[src/rtl/lmsm_sequencer_if.sv]
// Decode-side handshake between Pipe1 and the LM/SM micro-op sequencer.
// Field widths follow REG_AW (mask width is 2**REG_AW).
interface lmsm_sequencer_if #(
  parameter int unsigned REG_AW = 3
);
  logic [15:0]       ir_in;
  logic              ir_valid;
  logic              downstream_stall;
  logic              flush;
  logic              busy;
  logic              uop_valid;
  logic              uop_is_store;
  logic [REG_AW-1:0] uop_base;
  logic [REG_AW-1:0] uop_reg;
  logic [REG_AW:0]   uop_offset;
  logic              uop_last;
  logic              uop_wb_base;

  modport master (
    output ir_in, ir_valid, downstream_stall, flush,
    input  busy, uop_valid, uop_is_store, uop_base, uop_reg, uop_offset, uop_last,
           uop_wb_base
  );

  modport slave (
    input  ir_in, ir_valid, downstream_stall, flush,
    output busy, uop_valid, uop_is_store, uop_base, uop_reg, uop_offset, uop_last,
           uop_wb_base
  );
endinterface

[src/rtl/lmsm_sequencer.sv]
// Expands LM/SM into one register-transfer micro-op per cycle, ascending from R0.
// Define LMSM_BASE_WB_EN to append a base-writeback micro-op to every sequence.
module lmsm_sequencer #(
  parameter int unsigned REG_AW = 3,
  parameter logic [3:0]  OPC_LM = 4'b0110,
  parameter logic [3:0]  OPC_SM = 4'b0111
) (
  input logic             clk,
  input logic             reset,
  lmsm_sequencer_if.slave bus
);

  localparam int unsigned MaskW = 2 ** REG_AW;
  localparam logic [MaskW-1:0] MaskOne = MaskW'(1);
  localparam logic [REG_AW:0]  OffOne  = (REG_AW + 1)'(1);

`ifdef LMSM_BASE_WB_EN
  localparam logic WbEn = 1'b1;
`else
  localparam logic WbEn = 1'b0;
`endif

  typedef enum logic {StIdle, StSeq} state_e;

  state_e              state_q, state_d;
  logic [MaskW-1:0]    mask_q, mask_d;
  logic [REG_AW-1:0]   base_q, base_d;
  logic                store_q, store_d;
  logic [REG_AW:0]     offset_q, offset_d;
  logic                wb_pend_q, wb_pend_d;

  logic [3:0]          ir_opc;
  logic [MaskW-1:0]    ir_mask;
  logic [REG_AW-1:0]   ir_base;
  logic                accept, advance, in_seq;
  logic                mask_nz, one_left, last_xfer, wb_uop, uop_last_c;
  logic [REG_AW-1:0]   low_idx;
  logic                unused_ir;

  assign ir_opc    = bus.ir_in[15:12];
  assign ir_mask   = bus.ir_in[MaskW-1:0];
  assign ir_base   = bus.ir_in[9 +: REG_AW];
  assign unused_ir = bus.ir_in[8];

  assign in_seq  = (state_q == StSeq);
  assign accept  = (state_q == StIdle) && bus.ir_valid &&
                   ((ir_opc == OPC_LM) || (ir_opc == OPC_SM)) &&
                   !bus.downstream_stall && !bus.flush;
  assign advance = !bus.downstream_stall && !bus.flush;

  assign mask_nz   = |mask_q;
  assign one_left  = mask_nz && ((mask_q & (mask_q - MaskOne)) == '0);
  assign last_xfer = one_left && !wb_pend_q;
  // Empty remaining mask with writeback still owed means the writeback micro-op is up.
  assign wb_uop     = in_seq && !mask_nz && wb_pend_q;
  assign uop_last_c = in_seq && (wb_uop || last_xfer);

  always_comb begin
    low_idx = '0;
    for (int i = MaskW - 1; i >= 0; i--) begin
      if (mask_q[i]) low_idx = REG_AW'(i);
    end
  end

  always_comb begin
    bus.uop_valid    = in_seq && !bus.flush;
    bus.uop_is_store = in_seq && store_q;
    bus.uop_base     = in_seq ? base_q : '0;
    bus.uop_reg      = wb_uop ? base_q : (in_seq ? low_idx : '0);
    bus.uop_offset   = in_seq ? offset_q : '0;
    bus.uop_last     = uop_last_c;
`ifdef LMSM_BASE_WB_EN
    bus.uop_wb_base  = wb_uop;
`else
    bus.uop_wb_base  = 1'b0;
`endif
    if (in_seq) begin
      bus.busy = !bus.flush && !(advance && uop_last_c);
    end else begin
      bus.busy = accept && ((ir_mask != '0) || WbEn);
    end
  end

  always_comb begin
    state_d   = state_q;
    mask_d    = mask_q;
    base_d    = base_q;
    store_d   = store_q;
    offset_d  = offset_q;
    wb_pend_d = wb_pend_q;
    if (bus.flush) begin
      state_d   = StIdle;
      mask_d    = '0;
      wb_pend_d = 1'b0;
    end else begin
      unique case (state_q)
        StIdle: begin
          // A zero mask without writeback is consumed here and never enters StSeq.
          if (accept && ((ir_mask != '0) || WbEn)) begin
            state_d   = StSeq;
            mask_d    = ir_mask;
            base_d    = ir_base;
            store_d   = (ir_opc == OPC_SM);
            offset_d  = '0;
            wb_pend_d = WbEn;
          end
        end
        StSeq: begin
          if (advance) begin
            if (wb_uop) begin
              wb_pend_d = 1'b0;
              state_d   = StIdle;
            end else begin
              mask_d   = mask_q & (mask_q - MaskOne);
              offset_d = offset_q + OffOne;
              if (last_xfer) state_d = StIdle;
            end
          end
        end
        default: state_d = StIdle;
      endcase
    end
  end

  always_ff @(posedge clk or posedge reset) begin
    if (reset) begin
      state_q   <= StIdle;
      mask_q    <= '0;
      base_q    <= '0;
      store_q   <= 1'b0;
      offset_q  <= '0;
      wb_pend_q <= 1'b0;
    end else begin
      state_q   <= state_d;
      mask_q    <= mask_d;
      base_q    <= base_d;
      store_q   <= store_d;
      offset_q  <= offset_d;
      wb_pend_q <= wb_pend_d;
    end
  end

endmodule

[src/flat_wrapper.sv]
// flat-port wrapper written by rule: the top's interface ports become plain ports
module lmsm_sequencer_flat 
#(
  parameter int unsigned REG_AW = 3,
  parameter logic [3:0]  OPC_LM = 4'b0110,
  parameter logic [3:0]  OPC_SM = 4'b0111
)
  (clk, reset, bus_ir_in, bus_ir_valid, bus_downstream_stall, bus_flush, bus_busy, bus_uop_valid, bus_uop_is_store, bus_uop_base, bus_uop_reg, bus_uop_offset, bus_uop_last, bus_uop_wb_base);
  lmsm_sequencer_if #(.REG_AW(REG_AW)) bus_i ();
  input logic clk;
  input logic reset;
  input wire logic [$bits(bus_i.ir_in)-1:0] bus_ir_in;
  input wire logic [$bits(bus_i.ir_valid)-1:0] bus_ir_valid;
  input wire logic [$bits(bus_i.downstream_stall)-1:0] bus_downstream_stall;
  input wire logic [$bits(bus_i.flush)-1:0] bus_flush;
  output wire logic [$bits(bus_i.busy)-1:0] bus_busy;
  output wire logic [$bits(bus_i.uop_valid)-1:0] bus_uop_valid;
  output wire logic [$bits(bus_i.uop_is_store)-1:0] bus_uop_is_store;
  output wire logic [$bits(bus_i.uop_base)-1:0] bus_uop_base;
  output wire logic [$bits(bus_i.uop_reg)-1:0] bus_uop_reg;
  output wire logic [$bits(bus_i.uop_offset)-1:0] bus_uop_offset;
  output wire logic [$bits(bus_i.uop_last)-1:0] bus_uop_last;
  output wire logic [$bits(bus_i.uop_wb_base)-1:0] bus_uop_wb_base;
  assign bus_i.ir_in = bus_ir_in;
  assign bus_i.ir_valid = bus_ir_valid;
  assign bus_i.downstream_stall = bus_downstream_stall;
  assign bus_i.flush = bus_flush;
  assign bus_busy = bus_i.busy;
  assign bus_uop_valid = bus_i.uop_valid;
  assign bus_uop_is_store = bus_i.uop_is_store;
  assign bus_uop_base = bus_i.uop_base;
  assign bus_uop_reg = bus_i.uop_reg;
  assign bus_uop_offset = bus_i.uop_offset;
  assign bus_uop_last = bus_i.uop_last;
  assign bus_uop_wb_base = bus_i.uop_wb_base;
  lmsm_sequencer #(.REG_AW(REG_AW), .OPC_LM(OPC_LM), .OPC_SM(OPC_SM)) u_core (.clk(clk), .reset(reset), .bus(bus_i));
endmodule
[config.mk]
export PLATFORM = sky130hd
export DESIGN_NAME = lmsm_sequencer_flat
export DESIGN_NICKNAME = d
export VERILOG_FILES = /design/src/rtl/lmsm_sequencer_if.sv /design/src/rtl/lmsm_sequencer.sv /design/src/flat_wrapper.sv
export SDC_FILE = /design/constraint.sdc
export NUM_CORES = 1
export LEC_CHECK = 0
export ABC_AREA = 1
export BUFFER_PORTS_ARGS = -buffer_cell sky130_fd_sc_hd__clkbuf_2
export CORE_ASPECT_RATIO = 0.8
export CORE_UTILIZATION = 45
export DETAILED_ROUTE_END_ITERATION = 8
export GPL_ROUTABILITY_DRIVEN = 0
export PLACE_DENSITY = 0.73
export SLEW_MARGIN = 20
export SYNTH_ARGS = -nofsm -noshare
export SYNTH_HDL_FRONTEND = slang
export SYNTH_SLANG_ARGS = --single-unit
[constraint.sdc]
create_clock -name clk -period 2.7 [get_ports clk]
set_input_delay 0.135 -clock clk [delete_from_list [all_inputs] [get_ports clk]]
set_output_delay 0.135 -clock clk [all_outputs]
set_load 0.01 [all_outputs]
==> results.py <==
metrics = {
    "floorplanning": {
        "num_rows": 15,
        "die_x_um": 56.3,
        "core-area_um2": 2200,
        "initial_utilization_pct": 48.4,
        "io-pin-count": 36,
        "die-area_um2": 2560,
        "die_y_um": 45.5,
    },
    "sta": {
        "fmax_ghz": 0.451,
        "fin_skew_ns": 0.00101,
        "setup_tns_ns": 0,
        "slew_viol_final": 0,
        "maxSlewHeadroom_pct": 55.5,
        "layout_min_cycle_time_ns": 2.22,
        "setup-violations-final": 0,
        "hold_violations": 0,
        "fin_crit_sh_pct": 82.2,
        "worst_pin_slew_ns": 0.667,
        "hold_ws_ns": 0.0284,
        "rsz0062_at_grt": "false",
    },
    "worst_setup_path": {
        "r2r_cells": 7,
        "cpMaxStageDelayCell": "dfrtp_1",
        "r2r_end": "u_core.mask_q[0]$_DFFE_PP0P_",
        "worst-path-max-fanout": 14,
        "worstSetupPathType": "flip-flop to output pin",
        "required_ns": 2.57,
        "start_kind": "flip-flop",
        "critPathCaptureType": "output pin",
        "reg2reg_from": "u_core.in_seq$_DFF_PP0_",
        "cpPeakStageDelay_ns": 0.55,
        "r2r_slack_ns": 0.87,
        "cpMostUsedCell": "nand2_1",
        "arrival_ns": 2.08,
        "path_cells": "nor2_1, nand3_1, nor2_1, nand2_1, nand2_1, nand2_1, a21oi_1, clkbuf_2",
    },
    "power_and_ir_drop": {
        "peakVddDrop_mv": 0.272,
        "p_per_area_nw_per_um2": 415,
        "p_leak_nw": 0.778,
    },
    "min_path": {
        "whs_endpoint": "u_core.base_q[0]$_DFFE_PP0P_",
        "holdCritStartpoint": "bus_ir_in[9]",
        "worstHoldPathType": "input port to flip-flop",
        "holdPathStages": 3,
    },
    "detailed_routing": {
        "vias": 1114,
        "wirelength_um": 2590,
        "drtIter0Drc": 44,
        "drc": 0,
        "avgViaCountPerCell": 5.11,
        "dr.pass1.iters": 4,
        "antenna_left": 0,
        "wl_per_cell_um": 11.9,
    },
    "yosys": {
        "synth_top_area_cell": "dfrtp_1",
        "syn_inst": 158,
        "synthesis.nets": 180,
        "ys_seq_area_share_pct": 40.0,
        "synth-seq-cells": 17,
        "netlist_top_cells_area": "dfrtp_1 (40%), nand2_1 (18%), inv_1 (8.8%)",
        "syn_area_um2": 1060,
        "yosysUniqueCellTypes": 24,
        "synth_top_area_share_pct": 40.0,
        "syn_area_per_cell_um2": 6.72,
        "ys_warn_count": 0,
    },
    "grt": {
        "grt_pass1_wl_um": 4280,
        "grt_use_met3_pct": 6.25,
        "met2_usage_pct": 35.0,
        "gr-max-usage-layer": "met2",
        "grt_overflow": 0,
        "grt_pass1_vias": 966,
        "grt_usage_pct": 22.4,
        "gr-usage-met1_pct": 31.3,
        "grt_max_degree": 18,
        "antenna_found_initial": 0,
    },
    "clock_network": {
        "cts_root_buf": "clkbuf_4",
        "clkTransAtPathRegs_ns": 0.10,
        "cts_buffer_depth": 2,
        "cts_htree_levels": 1,
        "cts.sinks": 17,
        "cts_buffers": 3,
        "clk_latency_ns": 0.30,
        "cts_tree": "built",
    },
    "placed_design": {
        "dp_hpwl_um": 2000,
        "port_buffers": 33,
    },
    "cells_and_area": {
        "area_delta_synth_final_pct": 19.8,
        "final_common_cell": "nand2_1",
        "nFillCells": 225,
        "layout.nets": 216,
        "layout_common_cells": "nand2_1 (50), clkbuf_2 (33), inv_1 (25), dfrtp_1 (17), o21ai_0 (13)",
        "drive_above_1_share_pct": 21.2,
        "n_antenna_cell": 0,
    },
    "run_status": {
        "outcome": "completed",
    },
    "flow_run": {
        "cap_violations": 0,
    },
}
## worst max-delay path: cells and delay by family, from the launching register on
family / cells / cell delay (ns)
AND/OR/NAND/NOR: 6 / 0.99
flip-flops: 1 / 0.55
buffers and inverters: 1 / 0.14
AO/OA/AOI/OAI: 1 / 0.11
## what timing repair did
item                                   in CTS  in global routing
resized for setup                           0                  0
endpoints found under the hold margin      17                  0
hold buffers                                1                  0
buffers inserted                            0                  0
## how the worst max path moves through the flow
stage / from / endpoint / slack (ns) / depth (start not counted)
2_1_floorplan: u_core.mask_q[0]$_DFFE_PP0P_ / bus_busy / 1.34 / 6
3_3_place_gp: u_core.in_seq$_DFF_PP0_ / bus_busy / 0.87 / 8
3_5_place_dp: u_core.in_seq$_DFF_PP0_ / bus_busy / 0.85 / 8
4_1_cts: u_core.in_seq$_DFF_PP0_ / bus_busy / 0.49 / 8
5_1_grt: u_core.in_seq$_DFF_PP0_ / bus_busy / 0.30 / 8
6_report: u_core.in_seq$_DFF_PP0_ / bus_busy / 0.48 / 8
## cell usage after synthesis
master	instances
nor2_4	1
a211oi_1	1
nand2_1	50
a21oi_2	1
buf_4	1
dfrtp_1	17
a21oi_1	8
nand3b_1	1
nand2_2	1
and3_1	1
clkbuf_1	1
o211ai_1	1
nor3_1	4
nor3b_1	1
inv_1	25
nor2_1	12
inv_2	1
nand3_1	11
nor2_2	1
o22ai_1	3
o21ai_0	13
conb_1	1
buf_6	1
ha_1	1
## area by class of cell
cell class	count	area (um^2)	area share, %
Multi-Input combinational cell	112	517	40.6
Sequential cell	17	425	33.4
Timing Repair Buffer	34	175	13.8
Inverter	26	97.6	7.67
Tap cell	25	31.3	2.46
Clock buffer	4	26.3	2.06
## per-layer routing
metal  vias up  wire, um  share of wire, %
met2        40      1130                44
met3         4       201               7.7
li1        570         -                 -
met5         -         0                 0
met4         0        19              0.73
met1       500      1240                48
## registers in the layout, summed over array words and instances, names as in the netlist
register	count
u_core.base_q	3
u_core.store_q	1
u_core.in_seq	1
u_core.offset_q	4
u_core.mask_q	8
## kinds of logic (layout without fill, tap and decap cells)
kind of cell	after synthesis	count (layout)	share of synthesized area, %
AO/OA/AOI/OAI	27	27	13.9
AND/OR/NAND/NOR	83	83	33.2
adder cells (fa/ha/maj)	1	1	1.18
other	1	1	0.353
buffers and inverters	29	64	11.3
flip-flops	17	17	40.0
## stage by stage
step                setup WS, ns  utilization [%]  cell area (um^2)  power [mW]  cells
finish                     0.480             57.9              1270       0.528    218
global route               0.304             57.9              1270       0.564    218
CTS                        0.494             57.9              1270       0.534    218
detailed placement         0.847             56.3              1240       0.389    213
global placement           0.872             56.3              1240       0.385    213
floorplan                   1.34                -              1060       0.356    158
## report_power, final
part | switching (mW) | total (mW) | internal (mW)
Clock | 0.0845 | 0.142 | 0.0576
Sequential | 0.0179 | 0.294 | 0.276
Combinational | 0.0555 | 0.0921 | 0.0366
(Power assumes the default switching activity.)
